[src/rtl/div_sqrt_iterative_unit.sv]
// Radix-2 restoring fraction divider / square-root engine: one quotient or root
// bit per cycle, then the final partial remainder for sticky/rounding.
module div_sqrt_iterative_unit #(
    parameter int INWIDTH  = 25,
    parameter int OUTWIDTH = 26
) (
    input  logic                  clk,
    input  logic                  reset,
    input  logic                  mode,
    input  logic                  start,
    input  logic [INWIDTH-1:0]    dividend_in,
    input  logic [INWIDTH-1:0]    divisor_radicand_in,
    output logic                  busy,
    output logic                  done,
    output logic [OUTWIDTH-1:0]   quotient_root,
    output logic [INWIDTH+1:0]    remainder
);

    localparam int W  = INWIDTH + 3;
    localparam int NW = 2 * OUTWIDTH;
    localparam int CW = $clog2(OUTWIDTH);

    typedef enum logic [1:0] {IDLE, RUN, FIN} state_t;

    state_t              state_q, state_d;
    logic [CW-1:0]       cnt_q, cnt_d;
    logic                mode_q, mode_d;
    logic                dz_q, dz_d;
    logic [INWIDTH-1:0]  div_q, div_d;
    logic [NW-1:0]       rad_q, rad_d;
    logic [W-1:0]        r_q, r_d;
    logic [OUTWIDTH-1:0] q_q, q_d;
    logic [OUTWIDTH-1:0] quot_q, quot_d;
    logic [INWIDTH+1:0]  rem_q, rem_d;

    logic [W-1:0]        pr;
    logic [W-1:0]        sub;
    logic [W-1:0]        rsel;
    logic                ge;
    logic                last;

    // Sqrt brings down the next radicand bit pair; divide compares the already
    // doubled remainder against the divisor.
    always_comb begin
        pr   = mode_q ? {r_q[W-3:0], rad_q[NW-1 -: 2]} : r_q;
        sub  = mode_q ? W'({q_q, 2'b01}) : W'(div_q);
        ge   = (pr >= sub);
        rsel = ge ? (pr - sub) : pr;
        last = (cnt_q == '0);
    end

    always_comb begin
        state_d = state_q;
        cnt_d   = cnt_q;
        mode_d  = mode_q;
        dz_d    = dz_q;
        div_d   = div_q;
        rad_d   = rad_q;
        r_d     = r_q;
        q_d     = q_q;
        quot_d  = quot_q;
        rem_d   = rem_q;
        case (state_q)
            IDLE: begin
                if (start) begin
                    state_d = RUN;
                    cnt_d   = CW'(OUTWIDTH - 1);
                    mode_d  = mode;
                    div_d   = divisor_radicand_in;
                    dz_d    = !mode && (divisor_radicand_in == '0);
                    rad_d   = NW'(divisor_radicand_in) << (NW - INWIDTH);
                    r_d     = mode ? '0 : W'(dividend_in);
                    q_d     = '0;
                end
            end
            RUN: begin
                q_d   = {q_q[OUTWIDTH-2:0], ge};
                rad_d = rad_q << 2;
                // A zero divisor keeps the remainder frozen at the dividend so
                // every step yields a 1 bit and nothing overflows.
                r_d   = (mode_q || last || dz_q) ? rsel : (rsel << 1);
                cnt_d = last ? '0 : (cnt_q - 1'b1);
                if (last) begin
                    state_d = FIN;
                    quot_d  = {q_q[OUTWIDTH-2:0], ge};
                    rem_d   = rsel[INWIDTH+1:0];
                end
            end
            FIN:     state_d = IDLE;
            default: state_d = IDLE;
        endcase
    end

    always_ff @(posedge clk or negedge reset) begin
        if (!reset) begin
            state_q <= IDLE;
            cnt_q   <= '0;
            mode_q  <= 1'b0;
            dz_q    <= 1'b0;
            div_q   <= '0;
            rad_q   <= '0;
            r_q     <= '0;
            q_q     <= '0;
            quot_q  <= '0;
            rem_q   <= '0;
        end else begin
            state_q <= state_d;
            cnt_q   <= cnt_d;
            mode_q  <= mode_d;
            dz_q    <= dz_d;
            div_q   <= div_d;
            rad_q   <= rad_d;
            r_q     <= r_d;
            q_q     <= q_d;
            quot_q  <= quot_d;
            rem_q   <= rem_d;
        end
    end

    assign busy          = (state_q == RUN);
    assign done          = (state_q == FIN);
    assign quotient_root = quot_q;
    assign remainder     = rem_q;

endmodule

[config.mk]
export PLATFORM = sky130hd
export DESIGN_NAME = div_sqrt_iterative_unit
export DESIGN_NICKNAME = d
export VERILOG_FILES = /design/src/rtl/div_sqrt_iterative_unit.sv
export SDC_FILE = /design/constraint.sdc
export NUM_CORES = 1
export LEC_CHECK = 0
export CAP_MARGIN = 25
export CORE_MARGIN = 2
export CORE_UTILIZATION = 40
export CTS_CLUSTER_DIAMETER = 40
export DETAILED_ROUTE_END_ITERATION = 16
export DONT_BUFFER_PORTS = 1
export PLACE_DENSITY = 0.59
export SLEW_MARGIN = 20
export SYNTH_ARGS = -nofsm -noshare
export SYNTH_HDL_FRONTEND = slang
export SYNTH_SLANG_ARGS = --single-unit
export TNS_END_PERCENT = 20
[constraint.sdc]
create_clock -name clk -period 5.5 [get_ports clk]
set_clock_uncertainty 0.2 [all_clocks]
set_input_delay 0.55 -clock clk [delete_from_list [all_inputs] [get_ports clk]]
set_output_delay 0.55 -clock clk [all_outputs]
set_load 0.01 [all_outputs]
* Yosys cells after proc, flatten, opt, wreduce, memory -nomap -nowiden
Index checks and enable logic that the tools add are counted.
** Storage, ports and cells
- Bits in read-only memories :: 0
- Latch bits :: 0
- Memories :: 0
- Bits of input ports :: 54
- Register bits after elaboration :: 193
- Output and inout port bits :: 55
- RAM bits :: 0
** Operators by class
- Divide/modulo/power cells :: 0
- $mul :: 0
- $lt $le $gt $ge :: 1
- Shifts and indexed selects :: 0
- Multiplexer cells :: 17
- Reductions and logical operators :: 12
- Bitwise gates (word level) :: 0
- Eq/ne operators :: 4
- $add $sub $neg :: 2
** Operators by type and width (number)
- 2-to-1 mux 28 bit :: 5
- one-hot mux 52 bit (2 select lines) :: 1
- one-hot mux 28 bit (2 select lines) :: 1
- 2-to-1 mux 52 bit :: 1
- one-hot mux 26 bit (2 select lines) :: 1
- >= comparator 28 bit :: 1
- subtractor 28 bit :: 1
- 2-to-1 mux 26 bit :: 1
- zero test 25 bit :: 1
- 2-to-1 mux 25 bit :: 1
- 2-to-1 mux 5 bit :: 2
- one-hot mux 5 bit (2 select lines) :: 1
- AND reduction 2 bit :: 4
- zero test 5 bit :: 1
- subtractor 5 x 1 -> 5 bit (second input constant) :: 1
- 2-to-1 mux 2 bit :: 2
- one-hot mux 2 bit (2 select lines) :: 1
- equality test 2 x 1 -> 1 bit (second input constant) :: 1
- equality test 2 bit (second input constant) :: 1
- zero test 2 bit :: 1
- logical OR 1 bit :: 2
- != test 2 x 1 -> 1 bit (second input constant) :: 1
- != test 2 bit (second input constant) :: 1
- nonzero test 2 bit :: 1
- 2 further kinds :: 2

* Logic depth before layout (Yosys ltp)
Gate-level depths: netlist of the first run.
- Word-level depth :: 5
- Gate-level depth with buffers :: 17

* Worst setup path before layout of the first run
Ideal clock, no wire load.
- Path kind :: register to register
- From :: register mode_q
- To :: register r_q[27]
- Library setup time :: 0.077 ns
- Stages on the path, launching flop included :: 17
- Arrival time :: 4.026 ns
- Setup slack :: 1.197 ns
- Path through :: dfrtp_1 buf_1 buf_2 buf_2 buf_1 mux2i_1 ha_1 buf_2 and4_1 o2111a_1 o21ai_2 a31oi_2 o311ai_4 a311oi_1 mux2_1 mux2_2 a21oi_1
** On the way
- Word-level cells in the longest chain between the ends :: 5
** Ends and longest elaborated chain
- start: declaration :: RTL line 27 : logic mode_q, mode_d;
- start signal: assignment :: RTL line 109 : mode_q <= mode_d;
- 2-to-1 mux 28 bit (on tied branches) :: RTL line 45, 46
- subtractor 28 bit or >= comparator 28 bit (tied branches) :: RTL line 48, 47
- 2-to-1 mux 28 bit :: RTL line 48 : rsel = ge ? (pr - sub) : pr;
- 2-to-1 mux 28 bit * :: RTL line 81 : r_d = (mode_q || last || dz_q) ? rsel : (rsel << 1);
- one-hot mux 28 bit (2 select lines) * :: RTL line 63 : case (state_q)
- end signal: assignment :: RTL line 113 : r_q <= r_d;
- end: declaration :: RTL line 31 : logic [W-1:0] r_q, r_d;
Mark *: on every way between the ends. The rest lies on a longest branch, timed or not.
A chain may end at the register's enable or synchronous reset.

* Worst setup path in the final report of the first run
- From :: register mode_q
- To :: register r_q[18]
The elaborated chain is that of the path after synthesis.

==> results.md, run 1 <==
- Core Footprint: 22600 um2
- Worst setup path category: flop to flop
- Grt ovf: 0
- Synth top area share: 44.9%
- Actual slew at the worst max-slew pin: 914 ps
- FF+latch count, synth: 166
- Io pins: 109
- Layout net count: 1018
- H-Tree Depth: 4
- Initial antenna violation count: 0
- Filler Cell Count: 2142
- Final Hold Viols: 0
- CTS Buf Count: 17
- Setup tns final: 0 ps
- Syn_nets: 1043
- Vias per std cell: 5.86
- Final wirelength: 25.4 mm
- Arr. time, crit path: 4770 ps
- Post-Synth Simple-Gate Area: 12.2%
- Final Setup Violations: 0
- Initial Util: 40.9%
- Pre-antenna DRT Iters: 5
- Max Cap Viol: 0
- DIE HEIGHT: 156 um
- Startpoint types: flop
- DRT antenna net count: 0
- Vias in the first global route: 7215
- Unrepaired setup endpoints after global routing: no
- Routed via count: 7223
- Largest family of logic cells by synthesized area: compound AO/OA/AOI/OAI gates
- Netlist cell types: 64
- Cell Area, Synth: 9250 um2
- First-pass GRT wire length: 40.3 mm
- Syn Area/Cell: 9.65 um2
- DIE AREA: 24400 um2
- Primary FF master, synth: dfrtp_1
- Final Max Tran Viols: 0
- Outcome: completed
- Synth async-reset ratio: 100%
- FF-to-FF path depth: 12
- Iteration-0 DRC Markers: 556
- CP max FO: 34
- Maximum clock path buffer count: 2
- Final Cycle Share: 84.8%
- Largest net degree at the start of global routing: 167
- Routed len/inst: 20.6 um
- All-Layer GR Usage: 21.4%
- Drt drc: 0
- Yosys warns: 0
- Max-Slew Margin vs Limit: 39.1%
- Synth top cells by count: dfrtp_1, nand2_1, a21oi_1, o21ai_0, mux2_2
- Storage element area: 4160 um2
- Crit end category: flop
- WP data required: 5610 ps
- Max Freq: 214 MHz
- # clock sinks: 166
- Minimum clock period: 4660 ps
- Multiplexer share of the synthesized area: 12.0%
- GPL Wtd Cong: 0.855
- CTS root buf: clkbuf_16
- CTS tree: yes
- Layout area overhead: 9.31%
- Worst hold path type: input port to flop
- Multi-input gate area: 4770 um2
- Hpwl dp: 18.1 mm
- Layout cells sized above 1: 13.3%
- I/O Buffers: 0
- Number of synthesized flops with an enable pin: 0
- Synth area leader: dfrtp_1
- Register area share after synthesis: 44.9%
- Count leader, synth: dfrtp_1
- Number of cell rows: 55
- Hold path cells: 2
- Synth Area in Compound Gates: 21.0%
- Post-Synth XOR/XNOR Area: 2.08%
- Adder-Cell Fraction of Synth Area: 4.14%
- # diodes: 0
- Latest clock arrival within the worst-skew pair: 440 ps
- Die X: 156 um
- Synth Instances: 959
- Clock-pin slew on the worst setup and hold paths: 70 ps
- Synth area leaders: dfrtp_1, mux2_2, nand2_1
flip-flops by register name, indices dropped and copies added (netlist names):
| name | cells |
|---|---|
| quotient_root | 26 |
| cnt_q | 5 |
| mode_q | 1 |
| rad_q | 25 |
| div_q | 25 |
| r_q | 28 |
| state_q | 2 |
| q_q | 26 |
| remainder | 27 |
| dz_q | 1 |
cells by family (layout without fill, tap and decap cells):
logic type / count (synthesis) / count (layout)
adder cells (fa/ha/maj): 30 / 30
AND/OR/NAND/NOR: 266 / 266
XOR/XNOR: 22 / 22
buffers and inverters: 80 / 68
multiplexers: 103 / 103
AO/OA/AOI/OAI: 292 / 292
flip-flops: 166 / 166
worst max-delay path: stages (launching register included):
cell	delay [ps]
dfrtp_2	860
buf_4	490
mux2i_1	240
ha_1	330
a21oi_1	200
o21ai_0	190
a311oi_1	370
o311ai_2	190
a21oi_4	540
buf_4	340
o21ai_0	150
a221oi_1	270
o22ai_1	100
routing by layer:
metal	GRT usage (%)	share of wire (%)	wire, um
met4	8.56	2.8	714
met1	28.2	45	11300
met5	0	0	0
met3	4.61	4.5	1140
met2	34.6	48	12200
cell type report:
cell class | instances | share of cell area (%)
tap | 285 | 3.53
timing repair buffer | 17 | 1.61
multi-input combinational | 713 | 47.2
inverter | 19 | 0.705
clock buffer | 23 | 4.73
clock inverter | 9 | 1.15
sequential | 166 | 41.1
placed cells by master, fill, tap and decap left out, types with 7 or more instances in the layout:
master / synthesis / final
inv_1: 17 / 17
mux2_2: 62 / 62
a221oi_1: 14 / 14
nand2_1: 154 / 154
xnor2_1: 16 / 16
nor2_1: 56 / 54
buf_4: 2 / 14
clkbuf_16: 0 / 17
a21oi_1: 72 / 72
ha_1: 29 / 29
a22oi_1: 35 / 35
nor2b_1: 9 / 8
o22ai_1: 10 / 10
o21ai_0: 71 / 71
nand3_1: 10 / 10
mux2i_1: 39 / 39
dfrtp_1: 166 / 165
nand2b_1: 7 / 7
o21a_1: 7 / 7
a21o_1: 13 / 13
a22o_1: 27 / 27
worst paths after layout:
kind                               start            end  slack [ps]
worst max-delay path              mode_q        r_q[18]         840
worst min-delay path                mode         mode_q          20
worst max register to register    mode_q        r_q[18]         840
worst min register to register  div_q[8]       div_q[8]         280
max in group asynchronous          reset  remainder[26]        3820
min in group asynchronous          reset  remainder[25]         530
repair_timing:
| action | CTS | global route |
|---|---|---|
| endpoints found under the setup margin | 0 | 0 |
| setup buffers | 0 | 0 |
| hold buffers | 2 | 0 |
| hold endpoints to repair | 166 | 0 |
| gates resized for setup | 0 | 0 |
metrics by stage:
stage | util [%] | cells | setup WS, ps | hold slack, ps | instance area [um2]
CTS | 44.6 | 1231 | 881 | 6.67 | 10100
finish | 44.7 | 1232 | 837 | 17.4 | 10100
global route | 44.7 | 1232 | 490 | 12.4 | 10100
detailed placement | 41.8 | 1197 | 898 | 63.4 | 9460
floorplan | - | 959 | 1200 | 54.4 | 9250
global placement | 41.8 | 1197 | 968 | 62.1 | 9460
Power of run 1 is left out: the tool's default activity adds up to more than one toggle a clock period on the data nets, which glitch-free logic cannot reach.
==> inputs of run 2 (changes only) <==
--- a/config.mk
+++ b/config.mk
@@ -11,7 +11,7 @@
 export CTS_CLUSTER_DIAMETER = 40
 export DETAILED_ROUTE_END_ITERATION = 16
 export DONT_BUFFER_PORTS = 1
-export PLACE_DENSITY = 0.59
+export PLACE_DENSITY = 0.61
 export SLEW_MARGIN = 20
 export SYNTH_ARGS = -nofsm -noshare
 export SYNTH_HDL_FRONTEND = slang
==> constraint.sdc (replaced) <==
create_clock -name clk -period 3.85 [get_ports clk]
set_clock_uncertainty 0.2 [all_clocks]
set_input_delay 0.385 -clock clk [delete_from_list [all_inputs] [get_ports clk]]
set_output_delay 0.385 -clock clk [all_outputs]
set_load 0.01 [all_outputs]
==> run 2 against run 1 <==
The run now ends with negative hold slack left; final area increased by 13%; setup slack worse by 790 ps; die area unchanged; via count up 7.2%; final cell count increased by 9.6%; global-route usage up 0.87 points; fmax grew 23%; count of clock-buffer cells in the layout down 5; sequential share of layout area shrank 4.6 points; hold slack worse by 580 ps; non-clock buffer count is 118 higher; critical endpoint is now r_q[1].
==> results.md, run 2 (same netlist as run 1, synthesis figures left out) <==
- Worst Slack Setup Final: 46.5 ps (-790 ps)
- Io pins: 109 (unchanged)
- Max Cap Viol: 0 (unchanged)
- Startpoint types: flop
- Final Cycle Share: 98.8% (+14 points)
- Layout area overhead: 23.2%
- Drt drc: 0 (unchanged)
- Layout cells sized above 1: 22.3% (+8.9 points)
- I/O Buffers: 0 (unchanged)
- Post-CTS Hold Buffers: 49 (+47)
- Final Setup Violations: 0 (unchanged)
- Max reg flops: 28 (unchanged)
- Slowest-stage cell, CP: dfrtp_4
- Clock-pin slew on the worst setup and hold paths: 70 ps (about the same)
- Latest clock arrival within the worst-skew pair: 450 ps (about the same)
- Filler Cell Count: 2039 (-4.8%)
- Largest net degree at the start of global routing: 167 (unchanged)
- CTS Buf Count: 17 (unchanged)
- # clock sinks: 166 (unchanged)
- Worst path most repeated cell: buf_4
- Initial antenna violation count: 0 (unchanged)
- # diodes: 0 (unchanged)
- Actual slew at the worst max-slew pin: 823 ps (-91.4 ps)
- Final wirelength: 27.3 mm (+7.5%)
- Iteration-0 DRC Markers: 531 (-4.5%)
- WP buf/inv: 6 (+4)
- Arr. time, crit path: 3920 ps (-850 ps)
- All-Layer GR Usage: 22.3% (+0.87 points)
- CP Cell Sequence: buf_6, mux2i_4, ha_4, inv_2, fa_2, nand3_2, a311oi_2, a311oi_2, o311ai_2, buf_4, a21oi_4, buf_12, mux2i_4, buf_4, buf_4, o22ai_1
- CP peak stage delay: 550 ps (-310 ps)
- Maximum clock path buffer count: 2 (unchanged)
- Most frequent cells in the layout: dfrtp_1, nand2_1, buf_4, a21oi_1, mux2_2
- DRT antenna net count: 0 (unchanged)
- Min Hold Slack: -567 ps (-584 ps)
- CP max FO: 8 (-76%)
- Vias per std cell: 5.73 (-2.2%)
- Failing checks: negative hold slack
- Grt ovf: 0 (unchanged)
- Cells after DPL: 1255 (+4.8%)
- DIE HEIGHT: 156 um (unchanged)
- Worst hold path type: input port to asynchronous set/reset pin
- H-Tree Depth: 4 (unchanged)
- GPL Wtd Cong: 0.913 (+6.9%)
- Largest Register: r_q
- Final Max Tran Viols: 0 (unchanged)
- DIE AREA: 24400 um2 (unchanged)
- Crit end category: flop
- Pre-antenna DRT Iters: 5 (unchanged)
- Critical path's top delay family: compound AO/OA/AOI/OAI gates
- Minimum clock period: 3800 ps (-860 ps)
- Final Hold Viols: 166 (+166)
- Routed len/inst: 20.2 um (-1.9%)
- Most common cell after layout, fill and taps aside: dfrtp_1
- Max Freq: 263 MHz (+23%)
- Layout net count: 1136 (+12%)
- Unrepaired setup endpoints after global routing: yes
- Core Footprint: 22600 um2 (unchanged)
- Max-Slew Margin vs Limit: 45.0% (+6.0 points)
- CTS root buf: clkbuf_16
- CTS tree: yes
- Fin cells: 1350 (+9.6%)
- Worst setup path category: flop to flop
- Outcome: complete, but fails checks
- Routed via count: 7741 (+7.2%)
- WP data required: 3960 ps (-1650 ps)
- Die X: 156 um (unchanged)
- Initial Util: 40.9% (unchanged)
- Hpwl dp: 18.8 mm (+4.0%)
- Setup WS pre-CTS: -131 ps (-1030 ps)
- Vias in the first global route: 7671 (+6.3%)
- Number of cell rows: 55 (unchanged)
- First-pass GRT wire length: 42.4 mm (+5.2%)
## run 2: cell count changes in the layout (fill, tap and decap cells not counted), sizes merged
cell	before	now
inv	21	29
bufinv	2	0
clkinv	1	3
buf	16	84
clkinvlp	4	1
dlygate4sd3	1	49
clkbuf	23	20
## run 2: through the flow
step | instance area [um2] | hold slack, ps | setup TNS [ps] | utilization (%)
3_5_place_dp | 9930 | -106 | -457 | 43.9
3_3_place_gp | 9930 | -104 | -129 | 43.9
6_report | 11400 | -567 | 0 | 50.4
5_1_grt | 11400 | -587 | -1220 | 50.4
4_1_cts | 11000 | -573 | 0 | 48.7
2_1_floorplan | 9260 | -111 | 0 | -
## run 2: metal layers
metal  vias up  wire (um)  track usage, %
met2       222      13100            36.5
met4         0        408            6.77
met5         -          0               0
met3        30       1470            5.31
met1      3816      12300            29.4
li1       3673          -               -
## run 2: layout make-up
class | count | area (um2) | area share, %
clock buffer | 18 | 439 | 3.85
inverter | 19 | 71.3 | 0.626
sequential | 166 | 4160 | 36.5
clock inverter | 14 | 149 | 1.31
multi-input combinational | 713 | 4980 | 43.7
tap | 285 | 357 | 3.13
timing repair buffer | 135 | 1240 | 10.9
## run 2: repair_timing
item	in CTS	in global routing
hold endpoints to repair	239	166
gates cloned	0	3
gates resized for setup	3	62
endpoints found under the setup margin	17	53
setup buffers	2	9
pin swaps	0	15
## run 2: worst register-to-register path: stages, from the launching register on
cell,delay [ps]
dfrtp_4,550
buf_6,150
mux2i_4,180
ha_4,160
inv_2,40
fa_2,410
nand3_2,110
a311oi_2,140
a311oi_2,350
o311ai_2,130
buf_4,160
a21oi_4,300
buf_12,190
mux2i_4,260
buf_4,130
buf_4,110
o22ai_1,90
## run 2: path summary, 6_finish.rpt
kind | startpoint | to | slack (ps) | cells past startpoint
min in group clk | dividend_in[24] | r_q[24] | 20 | 3
max in group asynchronous | reset | mode_q | 3730 | 0
worst min-delay path | reset | remainder[24] | -570 | 0
worst max-delay path | mode_q | r_q[1] | 50 | 16
worst max register to register | mode_q | r_q[1] | 50 | 16
worst min register to register | div_q[2] | div_q[2] | 280 | 2
Power of run 2 is left out for the same reason.
